$ cat src/rtl/alu_muldiv_ctrl.sv
// Multi-cycle multiply/divide sequencer that borrows an external shared ALU.
// Shift-add multiply (low half) and restoring unsigned divide, 16 iterations each.
module alu_muldiv_ctrl #(
    parameter int DATA_W = 16
) (
    input  logic              clk,
    input  logic              rst,
    input  logic              start,
    input  logic              is_div,
    input  logic [DATA_W-1:0] op_a,
    input  logic [DATA_W-1:0] op_b,
    input  logic              abort,
    output logic              busy,
    output logic              done,
    output logic [DATA_W-1:0] result_lo,
    output logic [DATA_W-1:0] result_hi,
    output logic              div_zero,
    output logic [3:0]        alu_op,
    output logic [DATA_W-1:0] alu_first,
    output logic [DATA_W-1:0] alu_second,
    input  logic [DATA_W-1:0] alu_result
);

    localparam logic [3:0] OP_ADD  = 4'b0000;
    localparam logic [3:0] OP_SUB  = 4'b0001;
    localparam logic [3:0] OP_SHL  = 4'b0110;
    localparam logic [3:0] OP_SLT  = 4'b0111;
    localparam logic [3:0] OP_ZERO = 4'b1000;

    typedef enum logic [2:0] {
        IDLE    = 3'd0,
        MUL_ADD = 3'd1,
        MUL_SHL = 3'd2,
        DIV_CMP = 3'd3,
        DIV_SUB = 3'd4,
        DONE    = 3'd5
    } state_t;

    state_t            state_q, state_d;
    logic [3:0]        cnt_q, cnt_d;
    logic [DATA_W-1:0] mcand_q, mcand_d;
    logic [DATA_W-1:0] mplier_q, mplier_d;
    logic [DATA_W-1:0] acc_q, acc_d;
    logic [DATA_W-1:0] dvd_q, dvd_d;
    logic [DATA_W-1:0] divisor_q, divisor_d;
    logic [DATA_W-1:0] rem_q, rem_d;
    logic [DATA_W-1:0] quot_q, quot_d;
    logic              take_q, take_d;
    logic              busy_q, busy_d;
    logic              done_q, done_d;
    logic [DATA_W-1:0] result_lo_q, result_lo_d;
    logic [DATA_W-1:0] result_hi_q, result_hi_d;
    logic              div_zero_q, div_zero_d;
    logic [DATA_W-1:0] rsh;
    logic              ovf;

    always_comb begin
        state_d     = state_q;
        cnt_d       = cnt_q;
        mcand_d     = mcand_q;
        mplier_d    = mplier_q;
        acc_d       = acc_q;
        dvd_d       = dvd_q;
        divisor_d   = divisor_q;
        rem_d       = rem_q;
        quot_d      = quot_q;
        take_d      = take_q;
        done_d      = 1'b0;
        result_lo_d = result_lo_q;
        result_hi_d = result_hi_q;
        div_zero_d  = div_zero_q;
        alu_op      = OP_ZERO;
        alu_first   = '0;
        alu_second  = '0;
        // ovf is the bit shifted out of rem; when set the partial remainder exceeds any divisor
        rsh         = {rem_q[DATA_W-2:0], dvd_q[DATA_W-1]};
        ovf         = rem_q[DATA_W-1];

        case (state_q)
            IDLE: begin
                if (start) begin
                    mcand_d   = op_a;
                    mplier_d  = op_b;
                    dvd_d     = op_a;
                    divisor_d = op_b;
                    acc_d     = '0;
                    rem_d     = '0;
                    quot_d    = '0;
                    cnt_d     = '0;
                    take_d    = 1'b0;
                    if (!is_div) begin
                        state_d = MUL_ADD;
                    end else if (op_b != '0) begin
                        state_d = DIV_CMP;
                    end else begin
                        state_d     = DONE;
                        done_d      = 1'b1;
                        result_lo_d = '1;
                        result_hi_d = op_a;
                        div_zero_d  = 1'b1;
                    end
                end
            end
            MUL_ADD: begin
                alu_op     = OP_ADD;
                alu_first  = acc_q;
                alu_second = mcand_q;
                if (mplier_q[0]) acc_d = alu_result;
                state_d = MUL_SHL;
            end
            MUL_SHL: begin
                alu_op     = OP_SHL;
                alu_first  = mcand_q;
                alu_second = DATA_W'(1);
                mcand_d    = alu_result;
                mplier_d   = mplier_q >> 1;
                cnt_d      = cnt_q + 4'd1;
                if (cnt_q == 4'hF) begin
                    state_d     = DONE;
                    done_d      = 1'b1;
                    result_lo_d = acc_q;
                    result_hi_d = '0;
                    div_zero_d  = 1'b0;
                end else begin
                    state_d = MUL_ADD;
                end
            end
            DIV_CMP: begin
                alu_op     = OP_SLT;
                alu_first  = rsh;
                alu_second = divisor_q;
                rem_d      = rsh;
                dvd_d      = dvd_q << 1;
                take_d     = ovf | ~alu_result[0];
                state_d    = DIV_SUB;
            end
            DIV_SUB: begin
                alu_op     = OP_SUB;
                alu_first  = rem_q;
                alu_second = divisor_q;
                if (take_q) rem_d = alu_result;
                quot_d = {quot_q[DATA_W-2:0], take_q};
                cnt_d  = cnt_q + 4'd1;
                if (cnt_q == 4'hF) begin
                    state_d     = DONE;
                    done_d      = 1'b1;
                    result_lo_d = quot_d;
                    result_hi_d = rem_d;
                    div_zero_d  = 1'b0;
                end else begin
                    state_d = DIV_CMP;
                end
            end
            DONE: begin
                state_d = IDLE;
            end
            default: begin
                state_d = IDLE;
            end
        endcase

        // Abort overrides everything, including a completion that would land this edge
        if (abort && (state_q != IDLE)) begin
            state_d     = IDLE;
            done_d      = 1'b0;
            result_lo_d = result_lo_q;
            result_hi_d = result_hi_q;
            div_zero_d  = div_zero_q;
        end

        busy_d = (state_d != IDLE);
    end

    always_ff @(posedge clk or negedge rst) begin
        if (!rst) begin
            state_q     <= IDLE;
            cnt_q       <= '0;
            mcand_q     <= '0;
            mplier_q    <= '0;
            acc_q       <= '0;
            dvd_q       <= '0;
            divisor_q   <= '0;
            rem_q       <= '0;
            quot_q      <= '0;
            take_q      <= 1'b0;
            busy_q      <= 1'b0;
            done_q      <= 1'b0;
            result_lo_q <= '0;
            result_hi_q <= '0;
            div_zero_q  <= 1'b0;
        end else begin
            state_q     <= state_d;
            cnt_q       <= cnt_d;
            mcand_q     <= mcand_d;
            mplier_q    <= mplier_d;
            acc_q       <= acc_d;
            dvd_q       <= dvd_d;
            divisor_q   <= divisor_d;
            rem_q       <= rem_d;
            quot_q      <= quot_d;
            take_q      <= take_d;
            busy_q      <= busy_d;
            done_q      <= done_d;
            result_lo_q <= result_lo_d;
            result_hi_q <= result_hi_d;
            div_zero_q  <= div_zero_d;
        end
    end

    assign busy      = busy_q;
    assign done      = done_q;
    assign result_lo = result_lo_q;
    assign result_hi = result_hi_q;
    assign div_zero  = div_zero_q;

endmodule

$ cat config.mk
export PLATFORM = sky130hd
export DESIGN_NAME = alu_muldiv_ctrl
export DESIGN_NICKNAME = d
export VERILOG_FILES = /design/src/rtl/alu_muldiv_ctrl.sv
export SDC_FILE = /design/constraint.sdc
export NUM_CORES = 1
export LEC_CHECK = 0
export ABC_AREA = 1
export CORE_MARGIN = 4
export CORE_UTILIZATION = 49
export CTS_CLUSTER_SIZE = 28
export DETAILED_ROUTE_END_ITERATION = 6
export PLACE_DENSITY = 0.73
export SLEW_MARGIN = 5
export SYNTH_ARGS = -nofsm -noshare
export SYNTH_HDL_FRONTEND = slang
export SYNTH_SLANG_ARGS = --single-unit
export TNS_END_PERCENT = 30
$ cat constraint.sdc
create_clock -name clk -period 5.4 [get_ports clk]
set_input_delay 1.62 -clock clk [delete_from_list [all_inputs] [get_ports clk]]
set_output_delay 1.62 -clock clk [all_outputs]
set_load 0.01 [all_outputs]
Yosys cells after proc, flatten, opt, wreduce, memory -nomap -nowiden

Index checks and enable logic that the tools add are counted.
W data, S select, Z words.

Flip-flop bits (word level): 154
Input port bits: 53
Output and inout port bits: 71
Word-level logic and storage cells: 102

Add/sub/neg operators: 1
Equality and inequality tests: 12
Mux-type cells: 48
Bitwise logic cells: 3
Reductions and logical operators: 23

Operator list:

| cell                  | number |
|---|---|
| $mux W16              | 15 |
| $pmux W16 S3          | 4 |
| $pmux W16 S2          | 4 |
| $pmux W16 S4          | 1 |
| $pmux W15 S2          | 1 |
| $mux W3               | 6 |
| $pmux W4 S4           | 1 |
| $reduce_bool A16 Y1   | 1 |
| $pmux W3 S5           | 1 |
| $ne A2 B2 Y1 const B  | 6 |
| $reduce_and A2 Y1     | 6 |
| $reduce_bool A3 Y1    | 4 |
| $mux W1               | 10 |
| $reduce_bool A2 Y1    | 5 |
| $pmux W4 S2           | 1 |
| $reduce_and A7 Y1     | 1 |
| $eq A3 B2 Y1 const B  | 2 |
| $pmux W1 S2           | 3 |
| $reduce_and A6 Y1     | 1 |
| $add A4 B1 Y4 const B | 1 |
| $eq A4 B4 Y1 const B  | 1 |
| $mux W4               | 1 |
| $reduce_or A2 Y1      | 2 |
| $eq A3 B1 Y1 const B  | 1 |
| 7 further kinds       | 8 |

Depth between registers and ports, before layout

Word-level depth: 7
Depth in mapped cells: 10
Depth with buffers taken out: 9

Worst setup path after synthesis

Ideal clock, no wire load.

Kind: register -> output
From: register state_q[2]
To: output alu_second[11]
Arrival: 1488 ps
Data required time: 3780 ps
Setup slack: 2292 ps
Cell stages (with the launch flop): 7
Cells stage by stage: dfrtp_1 > nor2_4 > nand2_1 > nand2_1 > inv_1 > clkbuf_1 > o21ai_0

Cells in the longest elaborated chain, start to end: 3
Elaborated cells on any way between the ends: 6
Those cells by class: 4 x eq/ne; 1 x mux; 1 x reduce/logical

Ends and longest elaborated chain:

| item                                                | RTL line | source |
|---|---|---|
| start, declared                                     | 39       | `state_t state_q, state_d;` |
| start signal, assigned                              | 192      | `state_q <= state_d;` |
| $eq A3 B3 Y1 / $eq A3 B2 Y1 (equally long branches) | 79       | `case (state_q)` |
| $reduce_or A2 Y1 (no source line)                   | --       |  |
| $pmux W16 S3 (*)                                    | 79       |  |
| end, declared                                       | 20       | `output logic [DATA_W-1:0] alu_second,` |

Mark *: on every way between the ends. The rest lies on a longest branch, timed or not.

Final worst setup path

From: register state_q[1]
To: output alu_first[15]

Cells in the longest elaborated chain, start to end: 2
Elaborated cells on any way between the ends: 5
Those cells by class: 4 x eq/ne; 1 x mux

Ends and longest elaborated chain:

| item                                       | RTL line | source |
|---|---|---|
| $eq A3 B3 Y1, or another cell as far along | 79       |  |
| $pmux W16 S4 (*)                           | 79       |  |
| end, declared                              | 19       | `output logic [DATA_W-1:0] alu_first,` |

Marked as above.

==> summary.md <==
| Metric | Value |
|---|---|
| Status | `finished, final reports clean` |
| Critical Path RT | `3.78 ns` |
| Initial core utilization | `50.2%` |
| WL final | `22.4 mm` |
| Synth top area share | `52.9%` |
| Router iterations before antenna repair | `5` |
| Worst Clk Skew | `0.00583 ns` |
| DP HPWL | `16.2 mm` |
| IO Count | `124` |
| Max Slew Vio Count | `0` |
| Clock Latency Late Sink | `0.42 ns` |
| GPL Wtd Cong | `0.923` |
| Seq/Total Area, Yosys | `52.9%` |
| Min Clock Period, post-route | `4.53 ns` |
| Slew headroom | `35.9%` |
| Wl on met1 | `9.36 mm` |
| Max layer used | `met4` |
| Critical path class | `flop to output port` |
| CTS root buf | `clkbuf_16` |
| Mean Syn Cell Area | `7.96 sq um` |
| Via density | `5.62` |
| Worst EP arrival | `2.91 ns` |
| Cts bufs inserted | `17` |
| Max-cap viol count | `0` |
| Yosys warning count | `0` |
| Reg clk slew, reported paths | `0.06 ns` |
| GRT Residual Overflow | `0` |
| Largest net degree at the start of global routing | `101` |
| Initial DRC count | `706` |
| Post-Syn Area | `7290 sq um` |
| Combinational Power Share | `43.3%` |
| Antenna viol nets, final | `0` |
| First-pass GRT wire length | `35.6 mm` |
| Worst-Margin Slew | `0.962 ns` |
| Post-CTS Resized | `0` |
| Nets | `1074` |
| CP Capture Type | `output port` |
| Chip height | `130 um` |
| # setup viols final | `0` |
| Wire length per cell | `18.4 um` |
| Net Sw Frac | `40.1%` |
| Net Count, Synth | `970` |
| Clock power frac | `21.1%` |
| Std-Cell Rows | `44` |
| Metal3 WL | `2.09 mm` |
| Hold buffer count at CTS | `0` |
| Net Switching | `2.13 mW` |
| Cell taking the most area after synthesis | `dfrtp_1` |
| I/O Buffers | `123` |
| H-tree Lvls | `4` |
| Synthesis-stage register bit count | `154` |
| Top area cells in the synthesized netlist | `dfrtp_1 53%, nand2_1 18%, nand3_1 6.5%` |
| Final Cycle Share | `83.9%` |
| Int Power | `3.17 mW` |
| Hold Fails Final Rpt | `0` |
| Max Buffers Root-to-Sink | `2` |
| Critical Path, Cell by Cell | `nor2_1 -> nand2_1 -> inv_2 -> nand2_1 -> o2111ai_1 -> clkdlybuf4s50_1` |
| Residual DRC count | `0` |
| Ratio of cells with drive above 1 in the final layout | `5.23%` |
| Leak Pwr | `4.38 nW` |
| RSZ-0062 raised after global routing | `no` |
| Min-Delay Path Class | `flop to flop` |
| Initial antenna violation count | `0` |
| Fmax | `0.221 GHz` |
| Commonest non-fill, non-tap cell in the layout | `nand2_1` |
| Power per cell area | `578 nW/um^2` |
| Die Area | `16900 sq um` |
| Tot GR Track Use | `27.8%` |
| Max FO, Critical Path | `43` |
| Clock Sinks | `154` |
| P&R area growth vs syn | `25.6%` |
| Vias in the first global route | `6577` |
| Crit start category | `flop` |
| Seq pwr share | `35.6%` |
| Core area | `14500 sq um` |
| Minimum hold slack | `0.468 ns` |
| Setup bufs post-CTS | `0` |
| Synth cell types | `28` |
| Fillers | `1251` |
| CTS tree | `yes` |
| Wire length on met2 | `10.1 mm` |
| Worst path slowest cell | `inv_2` |
| Most frequent CP cell | `nand2_1` |
| Ant diodes | `0` |
| Post-Route Setup TNS | `0 ns` |
| Die width | `130 um` |
| Post-synthesis cell count | `916` |
| IR drop worst, VDD | `0.288 mV` |
| Most frequent cells in the layout | `358 x nand2_1, 154 x dfrtp_1, 122 x clkdlybuf4s50_1, 95 x nand3_1, 74 x inv_1` |
| Vias | `6837` |
| Max incr delay on CP | `0.67 ns` |
[through the flow]
step	area (sq um)	util [%]	total power [mW]	worst slack, ns	std cells
floorplan	7290	-	3.16	2.29	916
global placement	8610	59.2	4.13	1.40	1185
detailed placement	8610	59.2	4.17	1.34	1185
CTS	9160	63.0	5.30	0.901	1216
global route	9160	63.0	5.65	0.690	1216
finish	9160	63.0	5.30	0.869	1216
[layout make-up]
cell class                      instances  area, sq um  share of cell area, %
Sequential cell                       154         3850                   42.1
Multi-Input combinational cell        633         2910                   31.7
Timing Repair Buffer                  135         1320                   14.4
Clock buffer                           23          478                   5.22
Inverter                               79          297                   3.24
Tap cell                              184          230                   2.51
Clock inverter                          8         70.1                  0.765
[flip-flops by register name, indices dropped and copies added, names as in the netlist]
signal	cells
mplier_q	16
div_zero	1
busy	1
quot_q	15
result_hi	16
cnt_q	4
state_q	3
acc_q	16
rem_q	16
result_lo	16
take_q	1
dvd_q	16
mcand_q	16
divisor_q	16
done	1
[cell families (layout without fill, tap and decap cells)]
kind of cell,after synthesis,after routing,share of synthesized area [%]
buffers and inverters,129,245,7.33
XOR/XNOR,1,1,0.120
adder cells (fa/ha/maj),1,1,0.172
AND/OR/NAND/NOR,488,488,27.4
AO/OA/AOI/OAI,143,143,12.1
flip-flops,154,154,52.9
[path summary, 6_finish.rpt]
check	cells after the start	end	from	slack [ns]
hold / removal	2	result_lo[4]	result_lo[4]	0.47
setup / recovery	6	alu_first[15]	state_q[1]	0.87
setup reg to reg	10	result_hi[15]	state_q[1]	1.92
hold reg to reg	2	result_lo[4]	result_lo[4]	0.47
min in group asynchronous	1	acc_q[3]	rst	1.29
max in group asynchronous	2	result_hi[6]	rst	3.12
[synthesized netlist by cell type]
cell / n
inv_1: 74
o21ai_0: 58
nor2_1: 23
xnor2_1: 1
o211ai_1: 29
nand3_2: 1
nor3_2: 1
dfrtp_1: 154
nand3b_1: 1
o22ai_1: 8
nor2_2: 2
buf_2: 19
a22oi_1: 7
buf_4: 7
o2111ai_1: 16
nand3_1: 95
a211oi_1: 1
or2_2: 2
inv_2: 3
nand2_2: 2
clkbuf_1: 24
ha_1: 1
nor2_4: 2
a21oi_1: 23
nand2_1: 358
o221ai_1: 1
clkinv_1: 2
nor3_1: 1
[power groups by stage]
| stage | logic, mW | clock network [mW] | registers (mW) |
|---|---|---|---|
| global placement | 2.25 | 0 | 1.88 |
| detailed placement | 2.28 | 0 | 1.89 |
| CTS | 2.29 | 1.13 | 1.88 |
| floorplan | 1.30 | 0 | 1.87 |
| global route | 2.54 | 1.18 | 1.94 |
| finish | 2.29 | 1.12 | 1.89 |
[layer usage]
metal  up-vias  GRT usage, %
met1      3272          38.7
met2       326          41.4
met4         0          12.0
li1       3193             -
met5         -             0
met3        46          7.33
[critical path: cells and delay by family (launching register included)]
kind	cells	cell delay, ns
compound gates	1	0.14
buf+inv	2	1.25
flops	1	0.44
simple gates	3	0.64
(Power assumes the default switching activity.)
